--- config.mk ---
export PLATFORM = sky130hd
export DESIGN_NAME = conversor_bcd_seq
export DESIGN_NICKNAME = d
export VERILOG_FILES = /design/src/rtl/conversor_bcd_seq.sv
export SDC_FILE = /design/constraint.sdc
export NUM_CORES = 1
export LEC_CHECK = 0
export ABC_AREA = 1
export ABC_CLOCK_PERIOD_IN_PS = 1700
export BUFFER_PORTS_ARGS = -buffer_cell sky130_fd_sc_hd__buf_2
export CAP_MARGIN = 20
export CORE_AREA = 3 3 80 82
export CTS_BUF_LIST = sky130_fd_sc_hd__clkbuf_4
export DETAILED_ROUTE_END_ITERATION = 6
export DIE_AREA = 0 0 83 85
export MAX_ROUTING_LAYER = met4
export SYNTH_ARGS = -nofsm -noshare
export SYNTH_HDL_FRONTEND = slang
export SYNTH_SLANG_ARGS = --single-unit
--- constraint.sdc ---
create_clock -name clk -period 1.7 [get_ports clk]
set_input_delay 0.17 -clock clk [delete_from_list [all_inputs] [get_ports clk]]
set_output_delay 0.17 -clock clk [all_outputs]
set_load 0.01 [all_outputs]
--- src/rtl/conversor_bcd_seq.sv ---
// Sequential binary-to-BCD converter (double dabble, one bit per clock) for sign-magnitude operands.
// Optional 7-segment output with leading-zero blanking when CONVERSOR_SETE_SEG_EN is defined.
module conversor_bcd_seq #(
    parameter int WIDTH  = 8,
    parameter int DIGITS = 3
) (
    input  logic                clk,
    input  logic                rst_n,
    input  logic                start,
    input  logic [WIDTH-1:0]    valor,
    input  logic                sinal,
    output logic                busy,
    output logic                done,
    output logic [4*DIGITS-1:0] bcd,
    output logic                sinal_out,
    output logic                overflow
`ifdef CONVERSOR_SETE_SEG_EN
    ,
    output logic [7*DIGITS-1:0] seg
`endif
);

    localparam int SW = 4 * DIGITS;
    localparam int CW = $clog2(WIDTH + 1);

    function automatic logic [63:0] pow10(input int n);
        logic [63:0] r;
        r = 64'd1;
        for (int i = 0; i < n; i++) r = r * 64'd10;
        return r;
    endfunction

    localparam logic [63:0] MAXV = pow10(DIGITS) - 64'd1;

    typedef enum logic [1:0] {IDLE, CONV, FIM} state_t;

    state_t          state_q, state_d;
    logic [WIDTH-1:0] bin_q, bin_d;
    logic [SW-1:0]    scr_q, scr_d, scr_adj;
    logic [CW-1:0]    cnt_q;
    logic             sig_q, ovf_q;
    logic [SW-1:0]    bcd_q;
    logic             sinal_out_q, overflow_q;
    logic             accept, last;

    assign accept = (state_q == IDLE) && start;
    assign last   = (state_q == CONV) && (cnt_q == CW'(WIDTH - 1));

    always_ff @(posedge clk or negedge rst_n) begin
        if (!rst_n) state_q <= IDLE;
        else        state_q <= state_d;
    end

    always_comb begin
        state_d = state_q;
        case (state_q)
            IDLE:    if (start) state_d = CONV;
            CONV:    if (last)  state_d = FIM;
            FIM:     state_d = IDLE;
            default: state_d = IDLE;
        endcase
    end

    // Add-3 on all digits in parallel, then shift the {scratch, binary} pair;
    // the bit leaving the top digit is dropped, giving valor mod 10^DIGITS.
    always_comb begin
        scr_adj = scr_q;
        for (int i = 0; i < DIGITS; i++)
            if (scr_q[4*i +: 4] >= 4'd5) scr_adj[4*i +: 4] = scr_q[4*i +: 4] + 4'd3;
        scr_d = {scr_adj[SW-2:0], bin_q[WIDTH-1]};
        bin_d = {bin_q[WIDTH-2:0], 1'b0};
    end

    always_ff @(posedge clk or negedge rst_n) begin
        if (!rst_n) begin
            bin_q       <= '0;
            scr_q       <= '0;
            cnt_q       <= '0;
            sig_q       <= 1'b0;
            ovf_q       <= 1'b0;
            bcd_q       <= '0;
            sinal_out_q <= 1'b0;
            overflow_q  <= 1'b0;
        end else if (accept) begin
            bin_q <= valor;
            scr_q <= '0;
            cnt_q <= '0;
            sig_q <= sinal && (valor != '0);
            ovf_q <= 64'(valor) > MAXV;
        end else if (state_q == CONV) begin
            bin_q <= bin_d;
            scr_q <= scr_d;
            cnt_q <= cnt_q + CW'(1);
            if (last) begin
                bcd_q       <= scr_d;
                sinal_out_q <= sig_q;
                overflow_q  <= ovf_q;
            end
        end
    end

    assign busy      = (state_q != IDLE);
    assign done      = (state_q == FIM);
    assign bcd       = bcd_q;
    assign sinal_out = sinal_out_q;
    assign overflow  = overflow_q;

`ifdef CONVERSOR_SETE_SEG_EN
    function automatic logic [6:0] seg7(input logic [3:0] d);
        case (d)
            4'd0:    seg7 = 7'b0111111;
            4'd1:    seg7 = 7'b0000110;
            4'd2:    seg7 = 7'b1011011;
            4'd3:    seg7 = 7'b1001111;
            4'd4:    seg7 = 7'b1100110;
            4'd5:    seg7 = 7'b1101101;
            4'd6:    seg7 = 7'b1111101;
            4'd7:    seg7 = 7'b0000111;
            4'd8:    seg7 = 7'b1111111;
            4'd9:    seg7 = 7'b1101111;
            default: seg7 = 7'b0000000;
        endcase
    endfunction

    logic [7*DIGITS-1:0] seg_q, seg_d;
    logic                lit;

    // Walk from the top digit down; a digit lights once a nonzero digit (or units) is reached.
    always_comb begin
        seg_d = '0;
        lit   = 1'b0;
        for (int i = DIGITS - 1; i >= 0; i--) begin
            if (scr_d[4*i +: 4] != 4'd0 || i == 0) lit = 1'b1;
            if (lit) seg_d[7*i +: 7] = seg7(scr_d[4*i +: 4]);
        end
    end

    always_ff @(posedge clk or negedge rst_n) begin
        if (!rst_n)    seg_q <= '0;
        else if (last) seg_q <= seg_d;
    end

    assign seg = seg_q;
`endif

endmodule

==> run summary, run 1 <==
PLACE
--------------------------------------------------------------------------------------
Post-place instance area                                                     2170 um^2
Buffers added on ports                                                              26
Post-place setup slack                                                        0.214 ns
Post-DP HPWL                                                                   2.90 mm
RePlAce Congestion                                                               0.852

WORST SETUP PATH
--------------------------------------------------------------------------------------
Worst EP required                                                              1.93 ns
Endpoint of the worst-slack reg-to-reg timing path                              bcd[3]
Worst reg-to-reg setup slack                                                   0.31 ns
Endpoint class of the critical path                                           register
FF-to-FF path depth                                                                  6
Crit path kind                                                            register to register
Crit path arrival time                                                         1.62 ns
Worst-path maximum fanout                                                           15
Element type at the critical path start                                       register
Launch point of the worst reg-to-reg path                                     cnt_q[0]

DRT
--------------------------------------------------------------------------------------
Detailed Route WL                                                              3.95 mm
Average routed wire per standard cell                                          11.1 um
Highest metal layer with signal wires                                             met4
DR DRC count                                                                         0
Met3 layer wire length in the routed design                                     183 um
Wire length on met2                                                            1.80 mm
First-pass detailed-route iteration total                                            5
Initial DRC Count                                                                   64
Post-detailed-route via-to-cell ratio                                             4.63
Detailed-route wire length on metal 1                                          1.91 mm
Via count                                                                         1640
Final antenna-violating net count                                                    0

STA
--------------------------------------------------------------------------------------
Number of setup violations in the final report                                       0
Clk_skew                                                                    0.00746 ns
Crit path setup slack, layout                                                 0.306 ns
Number of hold violations in the final report                                        0
Post-route clock period utilization                                              0.820
Final critical delay including setup and external delays                       1.39 ns
Total negative slack                                                              0 ns
Max-slew violation count                                                             0
Highest clock frequency the design can meet                                    717 MHz
Unrepaired setup endpoints after global routing                                  false
Min Hold Slack                                                               0.0326 ns

POWER
--------------------------------------------------------------------------------------
Post-layout total power                                                        4.13 mW
Static leakage                                                                 1.22 nW
IR drop worst, VDD                                                          0.000661 V
Total power per unit cell area                                            1830 nW/um^2

YOSYS
--------------------------------------------------------------------------------------
Leading post-synthesis cells by cell area                                 sky130_fd_sc_hd__dfrtp_1 (51%), sky130_fd_sc_hd__nand2_1 (19%), sky130_fd_sc_hd__nand3_1 (7.6%)
Combined area of all synthesized cells                                       1970 um^2
Most frequently used cell type in the post-synthesis netlist              sky130_fd_sc_hd__nand2_1
Count of flip-flops with a built-in enable after synthesis                           0
Post-synthesis register bit count                                                   40
Yosys warning total                                                                  0
Top-area cell type share of the netlist area                                     0.508
Synth Net Count                                                                    264
Async SR Flop Fraction                                                            1.00
Cell taking the most area after synthesis                                 sky130_fd_sc_hd__dfrtp_1
Post-synth top flop                                                       sky130_fd_sc_hd__dfrtp_1
Number of distinct standard cells referenced by the synthesized netlist             20
Synthesized area divided by synthesized cell count                           8.04 um^2
Proportion of synthesized chip area in sequential cells                          0.508
Post-Syn Instances                                                                 245
Top post-synthesis cells by count                                         sky130_fd_sc_hd__nand2_1 (100), sky130_fd_sc_hd__dfrtp_1 (40), sky130_fd_sc_hd__nand3_1 (30), sky130_fd_sc_hd__inv_1 (20), sky130_fd_sc_hd__nor2_1 (12)

CTS
--------------------------------------------------------------------------------------
Clock tree from TritonCTS                                                         done
Clock network latency to the later pin of the worst-skew pair                  0.34 ns
TritonCTS buffer count                                                               5
Number of H-tree branching levels                                                    2
TritonCTS sink count                                                                40
Number of gates resized after CTS                                                    0
Clock-pin slew on the worst setup and hold paths                               0.12 ns
Clock root buffer master                                                  sky130_fd_sc_hd__clkbuf_4
Max Root-Sink Buffers                                                                2

GLOBAL ROUTING
--------------------------------------------------------------------------------------
GR Overflow Total                                                                    0
Antenna violations before repair                                                     0
Aggregate global-route resource usage                                            0.127
First-pass GRT wire length                                                     7.13 mm
Largest net degree at the start of global routing                                   25
Vias in the first global route                                                    1561

FLOORPLANNING
--------------------------------------------------------------------------------------
Width of the die                                                                 83 um
Initial cell density of the core                                                 0.339
Height of the die                                                                85 um
Core Region                                                                  5820 um^2
Total die area                                                               7060 um^2
Count of standard-cell rows                                                         28
I/O pin count                                                                       28

HOLD PATH
--------------------------------------------------------------------------------------
End point of the worst hold path                                              bin_q[0]
Worst hold stages                                                                    3
Hold Path Class                                                           input pin to register
Hold_sp                                                                       valor[0]

FINISH
--------------------------------------------------------------------------------------
Proportion of layout cells with a drive suffix above 1                           0.161
Antenna cells                                                                        0
Layout area overhead                                                             14.4%
Final design area excluding fillers                                          2250 um^2
Final Net Count                                                                    297

JOB
--------------------------------------------------------------------------------------
Count of max-cap constraint violations                                               0

OUTCOME
--------------------------------------------------------------------------------------
Run status                                                                finished, final reports clean

## logic make-up (layout without fill, tap and decap cells)
| group | Yosys count | count (layout) | synth area share |
|---|---|---|---|
| AO/OA/AOI/OAI | 15 | 15 | 0.0419 |
| adder cells (fa/ha/maj) | 7 | 7 | 0.0445 |
| buffers and inverters | 28 | 62 | 0.0680 |
| flip-flops | 40 | 40 | 0.508 |
| other | 1 | 1 | 0.00190 |
| AND/OR/NAND/NOR | 154 | 154 | 0.335 |
## per-stage QoR
step,utilization,std cells
floorplan,-,245
global placement,0.373,342
detailed placement,0.373,342
CTS,0.384,351
global route,0.387,354
finish,0.387,354
## power by group
part           total, mW  internal, mW  switching (mW)
registers           1.69          1.39           0.298
logic               1.98         0.723            1.26
clock network      0.462         0.152           0.310
## cells in the final DEF (no fill, tap or decap)
cell                            Yosys  routed
sky130_fd_sc_hd__a21boi_0           1       1
sky130_fd_sc_hd__a21oi_1            2       2
sky130_fd_sc_hd__buf_12             0       1
sky130_fd_sc_hd__buf_2              2      26
sky130_fd_sc_hd__buf_4              1       4
sky130_fd_sc_hd__clkbuf_4           0       5
sky130_fd_sc_hd__clkinv_1           0       1
sky130_fd_sc_hd__clkinv_2           0       2
sky130_fd_sc_hd__conb_1             1       1
sky130_fd_sc_hd__dfrtp_1           40      40
sky130_fd_sc_hd__dlygate4sd3_1      0       1
sky130_fd_sc_hd__ha_1               7       7
sky130_fd_sc_hd__inv_1             20      20
sky130_fd_sc_hd__inv_2              2       2
sky130_fd_sc_hd__nand2_1          100     100
sky130_fd_sc_hd__nand2_2            2       2
sky130_fd_sc_hd__nand2_4            1       1
sky130_fd_sc_hd__nand3_1           30      30
sky130_fd_sc_hd__nand4_1            7       7
sky130_fd_sc_hd__nor2_1            12      12
sky130_fd_sc_hd__nor2_4             2       2
sky130_fd_sc_hd__o211ai_1           1       1
sky130_fd_sc_hd__o21ai_0            9       9
sky130_fd_sc_hd__o22ai_1            2       2
## sequential cells by signal, summed over array words and instances, names as in the netlist
register   flops
bcd           12
scr_q         12
bin_q          8
cnt_q          4
state_q        2
sig_q          1
sinal_out      1
## how the worst max path moves through the flow
stage / depth (start not counted) / end / slack [ns] / startpoint
after detailed placement: 6 / bcd[3] / 0.21 / cnt_q[0]
final: 6 / bcd[3] / 0.31 / cnt_q[0]
after global placement: 6 / bcd[3] / 0.27 / cnt_q[0]
after global routing: 6 / bcd[0] / 0.14 / cnt_q[0]
after CTS: 6 / bcd[0] / 0.17 / cnt_q[0]
after floorplan: 7 / bcd[4] / 0.50 / cnt_q[0]
## cell type report
| type | count | area [um^2] |
|---|---|---|
| Clock buffer | 5 | 37.5 |
| Multi-Input combinational cell | 177 | 835 |
| Tap cell | 75 | 93.8 |
| Fill cell | 626 | 3560 |
| Sequential cell | 40 | 1000 |
| Timing Repair Buffer | 32 | 190 |
| Inverter | 22 | 82.6 |
| Clock inverter | 3 | 13.8 |
## per-layer routing
| layer | vias to the layer above | track usage |
|---|---|---|
| li1 | 852 | - |
| met1 | 739 | 0.159 |
| met2 | 42 | 0.203 |
| met3 | 7 | 0.0301 |
| met4 | 0 | 0.0401 |
| met5 | - | - |
## repair_timing
| item | 4_1_cts | 5_1_grt |
|---|---|---|
| hold endpoints to repair | 16 | 0 |
| hold buffers | 1 | 0 |
| setup endpoints to repair | 0 | 1 |
| setup buffers | 0 | 3 |
## critical path: stages, from the launching register on
cell and delay [ns]:
sky130_fd_sc_hd__dfrtp_1 0.41, sky130_fd_sc_hd__ha_1 0.18, sky130_fd_sc_hd__nand3_1 0.14, sky130_fd_sc_hd__nor2_4 0.24, sky130_fd_sc_hd__inv_2 0.16, sky130_fd_sc_hd__nand2_1 0.08
sky130_fd_sc_hd__o21ai_0 0.07
Power figures use the tool's default switching activity.
==> run 2, diff against run 1 <==
ABC_CLOCK_PERIOD_IN_PS = 1300   (was 1700)
clock period = 1.3 ns   (was 1.7 ns; I/O delays follow)
==> run summary, run 2 (synthesized netlist as in run 1, its figures left out) <==
OUTCOME
--------------------------------------------------------------------------------------
Run status                                                                finished, final reports clean

POWER
--------------------------------------------------------------------------------------
Static leakage                                                                 1.30 nW   +6.5%
Total power per unit cell area                                            2470 nW/um^2   +35%
Post-layout total power                                                        6.08 mW   +47%
IR drop worst, VDD                                                          0.000791 V   +20%

FINISH
--------------------------------------------------------------------------------------
Final standard cell count with taps included and fillers excluded                  367   +3.7%
Final core occ                                                                   0.423   +0.0359
Most frequent cells in the layout                                         sky130_fd_sc_hd__nand2_1 (90), sky130_fd_sc_hd__dfrtp_1 (39), sky130_fd_sc_hd__nand3_1 (27)
Proportion of layout cells with a drive suffix above 1                           0.298   +0.137
Layout area overhead                                                             25.0%
Most common library cell in the layout ignoring fill and taps             sky130_fd_sc_hd__nand2_1
Final Net Count                                                                    310   +4.4%
Final design area excluding fillers                                          2460 um^2   +9.3%
Antenna cells                                                                        0   unchanged

CTS
--------------------------------------------------------------------------------------
Max Root-Sink Buffers                                                                2   unchanged
Clock tree from TritonCTS                                                         done
Clock root buffer master                                                  sky130_fd_sc_hd__clkbuf_4
TritonCTS sink count                                                                40   unchanged
TritonCTS buffer count                                                               5   unchanged
Clock network latency to the later pin of the worst-skew pair                  0.34 ns   about the same
Clock-pin slew on the worst setup and hold paths                               0.12 ns   about the same
Number of H-tree branching levels                                                    2   unchanged

FLOORPLANNING
--------------------------------------------------------------------------------------
Core Region                                                                  5820 um^2   unchanged
I/O pin count                                                                       28   unchanged
Width of the die                                                                 83 um   unchanged
Total die area                                                               7060 um^2   unchanged
Count of standard-cell rows                                                         28   unchanged
Initial cell density of the core                                                 0.339   unchanged
Height of the die                                                                85 um   unchanged

DRT
--------------------------------------------------------------------------------------
Average routed wire per standard cell                                          11.7 um   +5.2%
Wire length on met2                                                            2.08 mm   +15%
Highest metal layer with signal wires                                             met4
Detailed Route WL                                                              4.30 mm   +9.0%
Met3 layer wire length in the routed design                                     160 um   -13%
Post-detailed-route via-to-cell ratio                                             4.62   -0.25%
Detailed-route wire length on metal 1                                          2.00 mm   +4.6%
Via count                                                                         1696   +3.4%
Initial DRC Count                                                                   74   +16%
Final antenna-violating net count                                                    0   unchanged
First-pass detailed-route iteration total                                            4   -1
DR DRC count                                                                         0   unchanged

GLOBAL ROUTING
--------------------------------------------------------------------------------------
GR Overflow Total                                                                    0   unchanged
Aggregate global-route resource usage                                            0.131   +0.00425
Antenna violations before repair                                                     0   unchanged
Largest net degree at the start of global routing                                   41   +64%
Vias in the first global route                                                    1656   +6.1%
First-pass GRT wire length                                                     7.34 mm   +3.0%

PLACE
--------------------------------------------------------------------------------------
Placed Cells                                                                       350   +2.3%
Buffers added on ports                                                              26   unchanged
RePlAce Congestion                                                               0.843   -1.1%
Post-place setup slack                                                      -0.0328 ns   -0.247 ns
Post-place instance area                                                     2230 um^2   +2.8%
Post-DP HPWL                                                                   2.89 mm   -0.52%

STA
--------------------------------------------------------------------------------------
Post-route clock period utilization                                              0.960   +0.140
Clk_skew                                                                    0.00902 ns   +0.00156 ns
Max-slew violation count                                                             0   unchanged
Crit path setup slack, layout                                                0.0520 ns   -0.254 ns
Final critical delay including setup and external delays                       1.25 ns   -0.146 ns
Highest clock frequency the design can meet                                    801 MHz   +12%
Min Hold Slack                                                               0.0235 ns   -0.00916 ns
Number of hold violations in the final report                                        0   unchanged
Total negative slack                                                              0 ns   unchanged
Unrepaired setup endpoints after global routing                                   true
Number of setup violations in the final report                                       0   unchanged

WORST SETUP PATH
--------------------------------------------------------------------------------------
Endpoint class of the critical path                                           register
Crit path kind                                                            register to register
Crit path arrival time                                                         1.49 ns   -0.13 ns
Delay of the slowest cell on the worst path                                    0.42 ns   about the same
Crit path buffers/inverters                                                          1   unchanged
Ordered list of cells on the worst path                                   buf_4, ha_2, nand2_2, nand4_1, nand3_1, nand2_1
Element type at the critical path start                                       register
Worst-path maximum fanout                                                            3   -12
Largest delay share family, worst path                                      flip-flops
Library cell contributing the largest single delay on the critical path   sky130_fd_sc_hd__dfrtp_1
Worst EP required                                                              1.55 ns   -0.38 ns

HOLD PATH
--------------------------------------------------------------------------------------
Hold Path Class                                                           input pin to register

JOB
--------------------------------------------------------------------------------------
Count of max-cap constraint violations                                               0   unchanged

[run 2: cell count changes in the layout (fill, tap and decap cells not counted), moves of 3 or more]
cell,delta
sky130_fd_sc_hd__buf_4,+10
sky130_fd_sc_hd__nand2_1,-10
sky130_fd_sc_hd__inv_1,-9
sky130_fd_sc_hd__nand2_2,+9
sky130_fd_sc_hd__inv_2,+8
sky130_fd_sc_hd__ha_1,-5
sky130_fd_sc_hd__ha_2,+4
sky130_fd_sc_hd__nand3_1,-3
[run 2: repair_timing]
action	CTS	global route
gates resized for setup	0	42
setup buffers	3	4
pin swaps	0	9
hold endpoints to repair	41	0
endpoints found under the setup margin	7	28
hold buffers	2	0
[run 2: tightest hold or removal path: cells and delay by family]
kind | cells | cell delay [ns]
buffers and inverters | 1 | 0.09
and+or+nand+nor | 2 | 0.12
[run 2: routing by layer]
| metal | up-vias | track usage |
|---|---|---|
| met5 | - | - |
| met4 | 0 | 0.0490 |
| met3 | 8 | 0.0272 |
| met2 | 35 | 0.217 |
| met1 | 784 | 0.158 |
| li1 | 869 | - |
[run 2: cell type report]
cell class	instances	area (um^2)
Tap cell	75	93.8
Inverter	22	85.1
Multi-Input combinational cell	177	923
Clock buffer	7	52.6
Clock inverter	1	3.75
Timing Repair Buffer	45	302
Fill cell	614	3350
Sequential cell	40	1000
[run 2: worst paths after layout]
| check | slack (ns) | end | startpoint | cells past startpoint |
|---|---|---|---|---|
| max | 0.05 | bcd[6] | scr_q[4] | 6 |
| min | 0.02 | bin_q[3] | valor[3] | 3 |
| max reg2reg | 0.05 | bcd[6] | scr_q[4] | 6 |
| min reg2reg | 0.48 | sinal_out | sig_q | 2 |
| max in group asynchronous | 0.82 | state_q[0] | rst_n | 3 |
| min in group asynchronous | 0.27 | scr_q[9] | rst_n | 3 |
[run 2: where the power goes]
| group | internal, mW | switching (mW) |
|---|---|---|
| Sequential | 1.82 | 0.405 |
| Clock | 0.250 | 0.386 |
| Combinational | 1.33 | 1.89 |
| Total | 3.40 | 2.68 |
